--- config.mk ---
export PLATFORM = sky130hd
export DESIGN_NAME = multicycle_ctrl
export DESIGN_NICKNAME = d
export VERILOG_FILES = /design/src/rtl/ctrl_pkg.sv /design/src/rtl/mem_stall_ctr.sv /design/src/rtl/multicycle_ctrl.sv
export SDC_FILE = /design/constraint.sdc
export NUM_CORES = 1
export LEC_CHECK = 0
export ABC_CLOCK_PERIOD_IN_PS = 2200
export BUFFER_PORTS_ARGS = -buffer_cell sky130_fd_sc_hd__buf_2
export CAP_MARGIN = 20
export CORE_MARGIN = 2
export CORE_UTILIZATION = 28
export DETAILED_ROUTE_END_ITERATION = 8
export HOLD_SLACK_MARGIN = 0.15
export PLACE_DENSITY = 0.48
export RECOVER_POWER = 50
export SYNTH_ARGS = -nofsm -noshare
export SYNTH_HDL_FRONTEND = slang
export SYNTH_SLANG_ARGS = --single-unit
--- constraint.sdc ---
create_clock -name clk -period 2.2 [get_ports clk]
set_input_delay 0.11 -clock clk [delete_from_list [all_inputs] [get_ports clk]]
set_output_delay 0.11 -clock clk [all_outputs]
set_load 0.02 [all_outputs]
--- src/rtl/ctrl_pkg.sv ---
// rtl/ctrl_pkg.sv - shared encodings for the multi-cycle control FSM
package ctrl_pkg;

  typedef enum logic [3:0] {
    S_FETCH     = 4'd0,
    S_DECODE    = 4'd1,
    S_MEM_ADDR  = 4'd2,
    S_MEM_READ  = 4'd3,
    S_MEM_WB    = 4'd4,
    S_MEM_WRITE = 4'd5,
    S_EXECUTE   = 4'd6,
    S_ALU_WB    = 4'd7,
    S_BRANCH    = 4'd8
  } state_t;

  localparam logic [6:0] OP_RTYPE = 7'b0110011;
  localparam logic [6:0] OP_LW    = 7'b0000011;
  localparam logic [6:0] OP_SW    = 7'b0100011;
  localparam logic [6:0] OP_BEQ   = 7'b1100011;

  localparam logic [1:0] ALUOP_ADD   = 2'b00;
  localparam logic [1:0] ALUOP_SUB   = 2'b01;
  localparam logic [1:0] ALUOP_FUNCT = 2'b10;

  localparam logic [1:0] SRC_A_PC    = 2'b00;
  localparam logic [1:0] SRC_A_REG   = 2'b01;
  localparam logic [1:0] SRC_A_OLDPC = 2'b10;

  localparam logic [1:0] SRC_B_REG  = 2'b00;
  localparam logic [1:0] SRC_B_FOUR = 2'b01;
  localparam logic [1:0] SRC_B_IMM  = 2'b10;

  localparam logic IORD_PC     = 1'b0;
  localparam logic IORD_ALUOUT = 1'b1;

  localparam logic PCSRC_ALU    = 1'b0;
  localparam logic PCSRC_ALUOUT = 1'b1;

  // States that hold a request open to memory and may stall
  function automatic logic is_mem_state(input state_t s);
    return (s == S_FETCH) || (s == S_MEM_READ) || (s == S_MEM_WRITE);
  endfunction

endpackage

--- src/rtl/mem_stall_ctr.sv ---
// rtl/mem_stall_ctr.sv - saturating per-access memory wait counter with timeout pulse
module mem_stall_ctr #(
  parameter int MEM_WAIT_MAX = 255
) (
  input  logic clk,
  input  logic rst,
  input  logic clr,
  input  logic stall,
  output logic timeout
);

  localparam logic [7:0] CNT_MAX  = 8'(MEM_WAIT_MAX);
  localparam logic [7:0] CNT_LAST = 8'(MEM_WAIT_MAX - 1);

  logic [7:0] cnt;

  // Count stalled cycles, restart on each new access, hold at the limit
  always_ff @(posedge clk) begin
    if (rst || clr) begin
      cnt <= 8'd0;
    end else if (stall && (cnt != CNT_MAX)) begin
      cnt <= cnt + 8'd1;
    end
  end

  // Pulse on the stalled cycle that brings the count up to the limit
  always_comb begin
    timeout = stall && !clr && !rst && (cnt == CNT_LAST);
  end

endmodule

--- src/rtl/multicycle_ctrl.sv ---
// rtl/multicycle_ctrl.sv - main control FSM for the multi-cycle RV32 subset processor
module multicycle_ctrl
  import ctrl_pkg::*;
#(
  parameter int OPW          = 7,
  parameter int MEM_WAIT_MAX = 255
) (
  input  logic           clk,
  input  logic           rst,
  input  logic [OPW-1:0] opcode,
  input  logic           zero,
  input  logic           mem_ready,
  output logic           mem_req,
  output logic           mem_we,
  output logic           iord,
  output logic           ir_write,
  output logic           pc_en,
  output logic           pc_src,
  output logic [1:0]     alu_src_a,
  output logic [1:0]     alu_src_b,
  output logic [1:0]     alu_op,
  output logic           reg_write,
  output logic           mem_to_reg,
  output logic           instr_done,
  output logic           illegal_op,
  output logic           mem_timeout,
  output logic [3:0]     state
);

  state_t state_q;
  state_t state_d;
  logic   stall;
  logic   stall_clr;
  logic   timeout_raw;

  // State register
  always_ff @(posedge clk) begin
    if (rst) begin
      state_q <= S_FETCH;
    end else begin
      state_q <= state_d;
    end
  end

  // Wait counter restarts whenever the FSM moves to a different state
  assign stall     = !rst && is_mem_state(state_q) && !mem_ready;
  assign stall_clr = (state_d != state_q);

  mem_stall_ctr #(.MEM_WAIT_MAX(MEM_WAIT_MAX)) u_stall_ctr (
    .clk     (clk),
    .rst     (rst),
    .clr     (stall_clr),
    .stall   (stall),
    .timeout (timeout_raw)
  );

  // Next-state and output decode; everything held low while in reset
  always_comb begin
    state_d     = state_q;
    mem_req     = 1'b0;
    mem_we      = 1'b0;
    iord        = IORD_PC;
    ir_write    = 1'b0;
    pc_en       = 1'b0;
    pc_src      = PCSRC_ALU;
    alu_src_a   = SRC_A_PC;
    alu_src_b   = SRC_B_REG;
    alu_op      = ALUOP_ADD;
    reg_write   = 1'b0;
    mem_to_reg  = 1'b0;
    instr_done  = 1'b0;
    illegal_op  = 1'b0;
    mem_timeout = 1'b0;
    state       = 4'd0;

    case (state_q)
      S_FETCH: begin
        if (mem_ready) state_d = S_DECODE;
      end
      S_DECODE: begin
        case (opcode)
          OP_LW, OP_SW: state_d = S_MEM_ADDR;
          OP_RTYPE:     state_d = S_EXECUTE;
          OP_BEQ:       state_d = S_BRANCH;
          default:      state_d = S_FETCH;
        endcase
      end
      S_MEM_ADDR:  state_d = (opcode == OP_SW) ? S_MEM_WRITE : S_MEM_READ;
      S_MEM_READ:  if (mem_ready) state_d = S_MEM_WB;
      S_MEM_WB:    state_d = S_FETCH;
      S_MEM_WRITE: if (mem_ready) state_d = S_FETCH;
      S_EXECUTE:   state_d = S_ALU_WB;
      S_ALU_WB:    state_d = S_FETCH;
      S_BRANCH:    state_d = S_FETCH;
      default:     state_d = S_FETCH;
    endcase

    if (!rst) begin
      state       = state_q;
      mem_timeout = timeout_raw;
      case (state_q)
        S_FETCH: begin
          mem_req   = 1'b1;
          iord      = IORD_PC;
          alu_src_a = SRC_A_PC;
          alu_src_b = SRC_B_FOUR;
          alu_op    = ALUOP_ADD;
          pc_src    = PCSRC_ALU;
          ir_write  = mem_ready;
          pc_en     = mem_ready;
        end
        S_DECODE: begin
          alu_src_a  = SRC_A_OLDPC;
          alu_src_b  = SRC_B_IMM;
          alu_op     = ALUOP_ADD;
          illegal_op = !((opcode == OP_LW) || (opcode == OP_SW) ||
                         (opcode == OP_RTYPE) || (opcode == OP_BEQ));
        end
        S_MEM_ADDR: begin
          alu_src_a = SRC_A_REG;
          alu_src_b = SRC_B_IMM;
          alu_op    = ALUOP_ADD;
        end
        S_MEM_READ: begin
          mem_req = 1'b1;
          iord    = IORD_ALUOUT;
        end
        S_MEM_WB: begin
          reg_write  = 1'b1;
          mem_to_reg = 1'b1;
          instr_done = 1'b1;
        end
        S_MEM_WRITE: begin
          mem_req    = 1'b1;
          mem_we     = 1'b1;
          iord       = IORD_ALUOUT;
          instr_done = mem_ready;
        end
        S_EXECUTE: begin
          alu_src_a = SRC_A_REG;
          alu_src_b = SRC_B_REG;
          alu_op    = ALUOP_FUNCT;
        end
        S_ALU_WB: begin
          reg_write  = 1'b1;
          mem_to_reg = 1'b0;
          instr_done = 1'b1;
        end
        S_BRANCH: begin
          alu_src_a  = SRC_A_REG;
          alu_src_b  = SRC_B_REG;
          alu_op     = ALUOP_SUB;
          pc_src     = PCSRC_ALUOUT;
          pc_en      = zero;
          instr_done = 1'b1;
        end
        default: ;
      endcase
    end
  end

endmodule

# Word level (Yosys, flattened, before mapping)
# Index checks and enable logic that the tools add are counted.
[word_totals]
regBits = 12
input_bits = 11
out_inout_bits = 21
word_cells = 76
[classes]
addsub = 1
eq_ne = 15
mux = 34
reduce_logical = 24
[ops]
columns = ["op", "n"]
rows = [
  ["4-bit case mux with 6 select lines", 1],
  ["1-bit 2-to-1 mux", 19],
  ["4-bit by 3-bit equality test with 1-bit output, second input constant", 4],
  ["4-bit 2-to-1 mux", 4],
  ["7-bit by 6-bit equality test with 1-bit output, second input constant", 2],
  ["2-bit case mux with 2 select lines", 3],
  ["4-bit case mux with 3 select lines", 1],
  ["3-bit OR reduction", 3],
  ["8-bit by 1-bit adder with 8-bit output, second input constant", 1],
  ["4-bit by 2-bit equality test with 1-bit output, second input constant", 2],
  ["8-bit equality test, second input constant", 1],
  ["8-bit != test, second input constant", 1],
  ["2-bit OR reduction", 4],
  ["7-bit by 2-bit equality test with 1-bit output, second input constant", 1],
  ["7-bit equality test, second input constant", 1],
  ["1-bit logical AND", 6],
  ["1-bit logical OR", 6],
  ["2-bit 2-to-1 mux", 3],
  ["4-bit by 1-bit equality test with 1-bit output, second input constant", 1],
  ["4-bit equality test, second input constant", 1],
  ["1-bit zero test", 4],
  ["4-bit zero test", 1],
  ["4-bit != test", 1],
  ["1-bit case mux with 2 select lines", 2],
  ["3-bit 2-to-1 mux", 1],
]

# Longest topological paths before layout
# Gate-level depths: netlist of run 1.
[depth]
ltp_word = 10
depth_mapped = 6
mapped_depth_nobuf = 5

# Hierarchy
# A second synthesis of run 1 with hierarchy kept.
[unflattened]
hier_cells = 128
hier_area_um2 = 997.2
[modules_own_cells]
columns = ["mod", "n_inst", "cells_per_inst", "area_per_inst_um2", "seq_area_each_um2"]
rows = [
  ["multicycle_ctrl", 1, 77, 555.5, 80.1],
  ["mem_stall_ctr", 1, 51, 441.7, 160.2],
]

# Worst setup path before layout of run 1
# No wires, ideal clock.
[synth_timing]
path_kind = "reg2out"
from = "register state_q[3]"
to = "output ir_write"
arrival_time_ps = 1758
t_required_ps = 2090
path_slack_ps = 332
stages_incl_launch_ff = 5
n_path_buf = 1
cell_sequence = "dfxtp_1 clkbuf_1 or3_1 nor3_1 and2_1"
[synth_between]
elab_chain_cells = 3
[synth_lines]
columns = ["item", "line_no", "text"]
rows = [
  ["start, declared", "multicycle_ctrl.sv:30", "state_t state_q;"],
  ["start signal, assigned", "multicycle_ctrl.sv:41", "state_q <= state_d;"],
  ["4-bit zero test", "multicycle_ctrl.sv:101", "case (state_q)"],
  ["1-bit 2-to-1 mux", "multicycle_ctrl.sv:101", ""],
  ["1-bit 2-to-1 mux", "multicycle_ctrl.sv:98", "if (!rst) begin"],
  ["end, declared", "multicycle_ctrl.sv:16", "output logic ir_write,"],
]
# No other way between the ends.

# Worst setup path in the final report of run 1
[layout_timing]
from = "register state_q[2]"
to = "output mem_timeout"
[layout_between]
elab_chain_cells = 9
elab_cells_between_ends = 20
cone_classes = "eq/ne: 6; mux: 5; reduce/logical: 9"
[layout_lines]
columns = ["item", "line_no", "text"]
rows = [
  ["branches (longest 5 deep; another with 4-bit case mux with 6 select lines)", "n/a", ""],
  ["1-bit logical AND (*) (3 in series)", "mem_stall_ctr.sv:28", "timeout = stall && !clr && !rst && (cnt == CNT_LAST);"],
  ["1-bit 2-to-1 mux (*)", "multicycle_ctrl.sv:98", ""],
  ["end, declared", "multicycle_ctrl.sv:26", "output logic mem_timeout,"],
]
# Every way passes the cells marked *.

==> results_dict.tcl, run 1 <==
set metrics [dict create \
    syn_area_per_cell_um2 7.52 \
    rsz0062_at_grt "no" \
    antenna_found_initial 0 \
    clk_pin_slew_ps 70 \
    via_per_inst 5.01 \
    row_count 21 \
    htreeDepth 1 \
    overflow 0 \
    outcome "completed" \
    pwr_density_cell_nw_per_um2 403 \
    initial_utilization_pct 29.3 \
    preCtsSetupSlack_ps 440 \
    antenna_cells 0 \
    dieArea_um2 3980 \
    nets 170 \
    worstSetupStartpointType "flop" \
    clock_latency_ps 270 \
    track_usage_pct 11.9 \
    yosys_warnings 0 \
    finClkSkew_ps 0.804 \
    hold_path_class "primary input to flop" \
    syn-cell-area_um2 977 \
    worst_slack_ps 233 \
    hpwl_um 1670 \
    wl_per_cell_um 11.4 \
    gp_congestion 0.751 \
    drt_first_pass_iters 4 \
    vias 1012 \
    drtAntennaViolNets 0 \
    core_area_um2 3340 \
    final_max_slew_viol_count 0 \
    grt_pass1_vias 925 \
    synthFlopType "dfxtp_1" \
    clockBufferDepth 2 \
    critical_path_required_ps 2090 \
    drt_iter0_markers 57 \
    synth_nets 143 \
    die_y_um 63.1 \
    hold_violations 0 \
    ir_worst_vdd_uv 145 \
    cts_buffers 3 \
    cts.sinks 12 \
    drc 0 \
    synth_seq_area_share_pct 24.6 \
    worstPathMaxFanout 9 \
    slew_headroom_pct 61.2 \
    setup_tns_ps 0 \
    async_reset_ff_share_pct 0 \
    cap_violations 0 \
    dieWidth_um 63.1 \
    period_needed_ps 1970 \
    post_cts_buffers 0 \
    leakagePower_nw 0.476 \
    path_class "flop to output port" \
    synth-seq-cells 12 \
    cts_tree "done" \
    synth_edf_count 0 \
    routed_wirelength_um 2300 \
    fmax_mhz 508 \
    ios 32 \
    cp_data_arrival_time_ps 1860 \
    tightest_slew_ps 582 \
    finalCritPeriodShare_pct 89.4 \
    grt_pass1_wl_um 3900 \
    numPortBuffers 31 \
    drive_above_1_share_pct 25.0 \
    setup_viol 0 \
    worst_setup_path_end_kind "output port" \
    synthCells 130 \
    cts_root_buffer "clkbuf_4" \
    ys_types 40 \
    area_delta_synth_final_pct 19.3 \
    grt_start_max_net_pins 16 \
]
[routing by layer]
metal,up-vias,GRT usage [%],share of wire [%]
met5,-,0,0
met4,0,3.06,0.91
met3,4,3.75,4.8
met2,27,21.0,50
met1,468,13.9,45
li1,513,-,-
[flip-flops by register name, indices dropped and copies added (netlist names)]
name / cells
state_q: 4
u_stall_ctr.cnt: 8
[cell usage after synthesis (all sizes together) (2+ instances only)]
library cell | count | area [um2]
nor2b | 5 | 31.3
xor2 | 3 | 26.3
a211oi | 2 | 25.0
and3 | 2 | 12.5
nand2 | 8 | 30.0
and4 | 2 | 17.5
xnor2 | 2 | 17.5
nor3 | 11 | 65.1
nand2b | 6 | 37.5
dfxtp | 12 | 240
ha | 2 | 25.0
o21ai | 5 | 25.0
clkbuf | 10 | 37.5
or3 | 2 | 12.5
inv | 4 | 15.0
buf | 3 | 33.8
nand4 | 3 | 18.8
nor3b | 2 | 15.0
nand3 | 2 | 10.0
a21oi | 7 | 35.0
nor2 | 17 | 63.8
mux2i | 3 | 30.0
[cell usage in the layout (no fill, tap or decap), types with 2 or more instances in the layout]
master    synthesis  routed
and4_1            2       2
buf_4             0       2
buf_2             0      28
nand4_1           3       3
nand2b_1          6       6
inv_1             4       4
o21ai_0           5       5
nor2b_1           5       5
nor2_1           17      17
nor3_1            9      10
and3_1            2       2
nor3b_1           2       2
mux2i_1           3       3
xor2_1            3       3
a21oi_1           7       7
clkbuf_1         10       4
dfxtp_1          12      11
nand3_1           2       2
or3_1             2       2
a211oi_1          0       2
xnor2_1           2       2
nand2_1           8       8
clkbuf_4          0       3
ha_1              2       2
[where the power goes]
group | switching [W] | leakage, nW | internal [W] | total [W]
clock network | 0.0000705 | 0.0210 | 0.000101 | 0.000171
registers | 0.00000319 | 0.0976 | 0.000220 | 0.000223
logic | 0.0000453 | 0.358 | 0.0000304 | 0.0000757
total | 0.000119 | 0.476 | 0.000351 | 0.000470
[worst max-delay path, stage by stage (launching register included)]
cell and delay, ps:
dfxtp_2 370, nand2b_1 160, mux2_2 280, or4_4 490
nor2_1 120, buf_2 160
[worst paths after layout]
check                                   from                              end  slack [ps]  cells past startpoint
max                    state_q[2]$_SDFF_PP0_                      mem_timeout         230                      5
max reg2reg            state_q[1]$_SDFF_PP0_            state_q[1]$_SDFF_PP0_         360                      5
min reg2reg  u_stall_ctr.cnt[5]$_SDFFE_PP0P_  u_stall_ctr.cnt[5]$_SDFFE_PP0P_         540                      2
min                                opcode[4]            state_q[3]$_SDFF_PP0_         190                      3
[stage by stage]
| stage | std cells | power [W] | instance area, um2 | hold slack, ps | utilization (%) |
|---|---|---|---|---|---|
| after floorplan | 130 | 0.000282 | 977 | 211 | - |
| after global placement | 197 | 0.000303 | 1140 | 376 | 34.2 |
| after detailed placement | 197 | 0.000304 | 1140 | 378 | 34.2 |
| after CTS | 202 | 0.000478 | 1190 | 191 | 35.6 |
| after global routing | 202 | 0.000498 | 1170 | 212 | 34.9 |
| final | 202 | 0.000470 | 1170 | 192 | 34.9 |
[repair_timing]
item,in CTS,in global routing
hold buffers,1,0
setup endpoints to repair,0,1
gates resized for setup,0,1
endpoints found under the hold margin,1,0
[cell families after synthesis]
family | Yosys count | synth area share (%)
AO/OA/AOI/OAI | 25 | 18.4
adder cells (fa/ha/maj) | 3 | 3.58
XOR/XNOR | 5 | 4.48
multiplexers | 4 | 4.23
AND/OR/NAND/NOR | 64 | 35.9
flip-flops | 12 | 24.6
buffers and inverters | 17 | 8.83
[cell type report]
cell class	instances	area, um2
repair buffers	35	180
well taps	46	57.6
flip-flops and latches	12	241
multi-input cells	101	636
clock buffers	4	36.3
fillers	389	2170
inverters	4	15.0
No activity file was read; power rests on OpenSTA's default activity.
==> run 2: changes to the inputs <==
==> constraint.sdc (replaced) <==
create_clock -name clk -period 2.2 [get_ports clk]
set_input_delay 0.22 -clock clk [delete_from_list [all_inputs] [get_ports clk]]
set_output_delay 0.22 -clock clk [all_outputs]
set_load 0.02 [all_outputs]
==> run 2 against run 1 <==
Net effect: power increased by 1.7%; core utilization increased by 1.6 points; combinational power increased by 8.5%; non-clock buffer count increased by 4; critical path depth unchanged; die area unchanged; global-route usage increased by 0.32 points; critical path type unchanged; largest cell class unchanged; largest power group unchanged; highest routed layer unchanged.
==> results_dict.tcl, run 2 (synthesized netlist as in run 1, its figures left out) <==
set metrics [dict create \
    outcome "completed" \
    routed_wirelength_um 2320 \
    cts_buffers 3 \
    setup_tns_ps 0 \
    core_area_um2 3340 \
    internal_power_w 0.000354 \
    cp_data_arrival_time_ps 1900 \
    slowest_stage "or4_4" \
    pwr_density_cell_nw_per_um2 392 \
    setup_viol 0 \
    ios 32 \
    hold_path_class "primary input to flop" \
    seq_power_share_pct 46.4 \
    finalCritPeriodShare_pct 96.2 \
    hold_buffers 0 \
    via_per_inst 4.90 \
    hpwl_um 1660 \
    reg2reg_depth 5 \
    die_y_um 63.1 \
    power_switching_w 0.000124 \
    post-route-util_pct 36.5 \
    drive_above_1_share_pct 31.3 \
    period_needed_ps 2120 \
    reg_top3 "u_stall_ctr.cnt (8), state_q (4)" \
    clockBufferDepth 2 \
    antenna_cells 0 \
    drt_iter0_markers 64 \
    htreeDepth 1 \
    grt_pass1_vias 881 \
    worstSetupStartpointType "flop" \
    cts.sinks 12 \
    nets 174 \
    hold_violations 0 \
    gp_congestion 0.742 \
    grt_pass1_wl_um 3970 \
    dieArea_um2 3980 \
    antenna_found_initial 0 \
    critical_path_required_ps 1980 \
    final_common_cell "buf_2" \
    final_cell_mix "buf_2, nor2_1, dfxtp_1" \
    wl_per_cell_um 11.3 \
    fillers 379 \
    drc 0 \
    whs_path_depth 2 \
    cts_tree "done" \
    path_class "flop to output port" \
    drt_first_pass_iters 4 \
    total_power_w 0.000478 \
    slew_headroom_pct 60.0 \
    largest_register_ffs 8 \
    final_max_slew_viol_count 0 \
    cpPeakStageDelay_ps 570 \
    clk_pin_slew_ps 70 \
    worst_setup_path_end_kind "output port" \
    worstPathMaxFanout 7 \
    tightest_slew_ps 601 \
    area_delta_synth_final_pct 24.7 \
    overflow 0 \
    combPwrFrac_pct 17.2 \
    finClkSkew_ps 1.10 \
    path_delay_family "simple AND/OR/NAND/NOR gates" \
    track_usage_pct 12.2 \
    clock_power_share_pct 36.4 \
    cp_num_buf_inv 1 \
    design_area_um2 1220 \
    cts_root_buffer "clkbuf_4" \
    largest-register "u_stall_ctr.cnt" \
    post-place-cells 197 \
    fin_cells 206 \
    row_count 21 \
    drtAntennaViolNets 0 \
    p_sw_share_pct 26.0 \
    fmax_mhz 472 \
    dieWidth_um 63.1 \
    clock_latency_ps 270 \
    cap_violations 0 \
    vias 1009 \
    crit_chain "nand2b_1 > mux2_2 > or4_4 > nor2_2 > buf_4" \
    numPortBuffers 31 \
    ir_worst_vdd_uv 131 \
    initial_utilization_pct 29.3 \
    crit_cells 5 \
    leakagePower_nw 0.507 \
    place_area_um2 1140 \
    grt_start_max_net_pins 16 \
]
==> run 2: changes by cell type in the layout (fill, tap and decap cells not counted), sizes merged <==
| cell | delta |
|---|---|
| dlygate4sd3 | -1 |
| buf | +7 |
| clkbuf | -2 |
==> run 2: metrics by stage <==
step           worst slack, ps  hold WS, ps
6_report                  82.8          200
5_1_grt                  -13.1          190
4_1_cts                   58.7          176
3_5_place_dp               303          487
3_3_place_gp               367          489
2_1_floorplan              222          321
==> run 2: what timing repair did <==
action	CTS	global route
endpoints found under the setup margin	1	1
hold endpoints to repair	0	0
buffers inserted	0	5
pin swaps	0	1
gates resized for setup	1	3
==> run 2: path summary, 6_finish.rpt <==
kind | start | endpoint | slack [ps]
worst min-delay path | opcode[6] | state_q[2]$_SDFF_PP0_ | 200
worst min register to register | u_stall_ctr.cnt[4]$_SDFFE_PP0P_ | u_stall_ctr.cnt[4]$_SDFFE_PP0P_ | 530
worst max-delay path | state_q[2]$_SDFF_PP0_ | mem_timeout | 80
worst max register to register | state_q[1]$_SDFF_PP0_ | state_q[1]$_SDFF_PP0_ | 380
==> run 2: cell type report <==
cell class	instances	area, um2	share of cell area [%]
Inverter	4	15.0	1.23
Timing Repair Buffer	39	213	17.5
Multi-Input combinational cell	101	653	53.6
Clock buffer	4	36.3	2.98
Sequential cell	12	244	20.0
Tap cell	46	57.6	4.72
==> run 2: worst reg2reg max path: cells and delay by family, from the launching register on <==
kind | cells | cell delay (ps)
AO/OA/AOI/OAI | 3 | 610
flip-flops | 1 | 340
AND/OR/NAND/NOR | 1 | 300
buffers and inverters | 1 | 480
==> run 2: metal layers <==
layer	GRT usage, %	share of wire [%]	wire [um]
met1	14.8	47	1090
met2	20.7	48	1120
met3	3.93	4.7	109
met4	3.33	0.56	13
met5	0	0	0
==> run 2: power by group through the flow <==
stage / Clock (W) / Sequential [W] / Combinational (W)
floorplan: 0 / 0.000227 / 0.0000544
global placement: 0 / 0.000228 / 0.0000749
detailed placement: 0 / 0.000228 / 0.0000765
CTS: 0.000185 / 0.000223 / 0.0000768
global route: 0.000201 / 0.000223 / 0.0000901
finish: 0.000174 / 0.000222 / 0.0000821
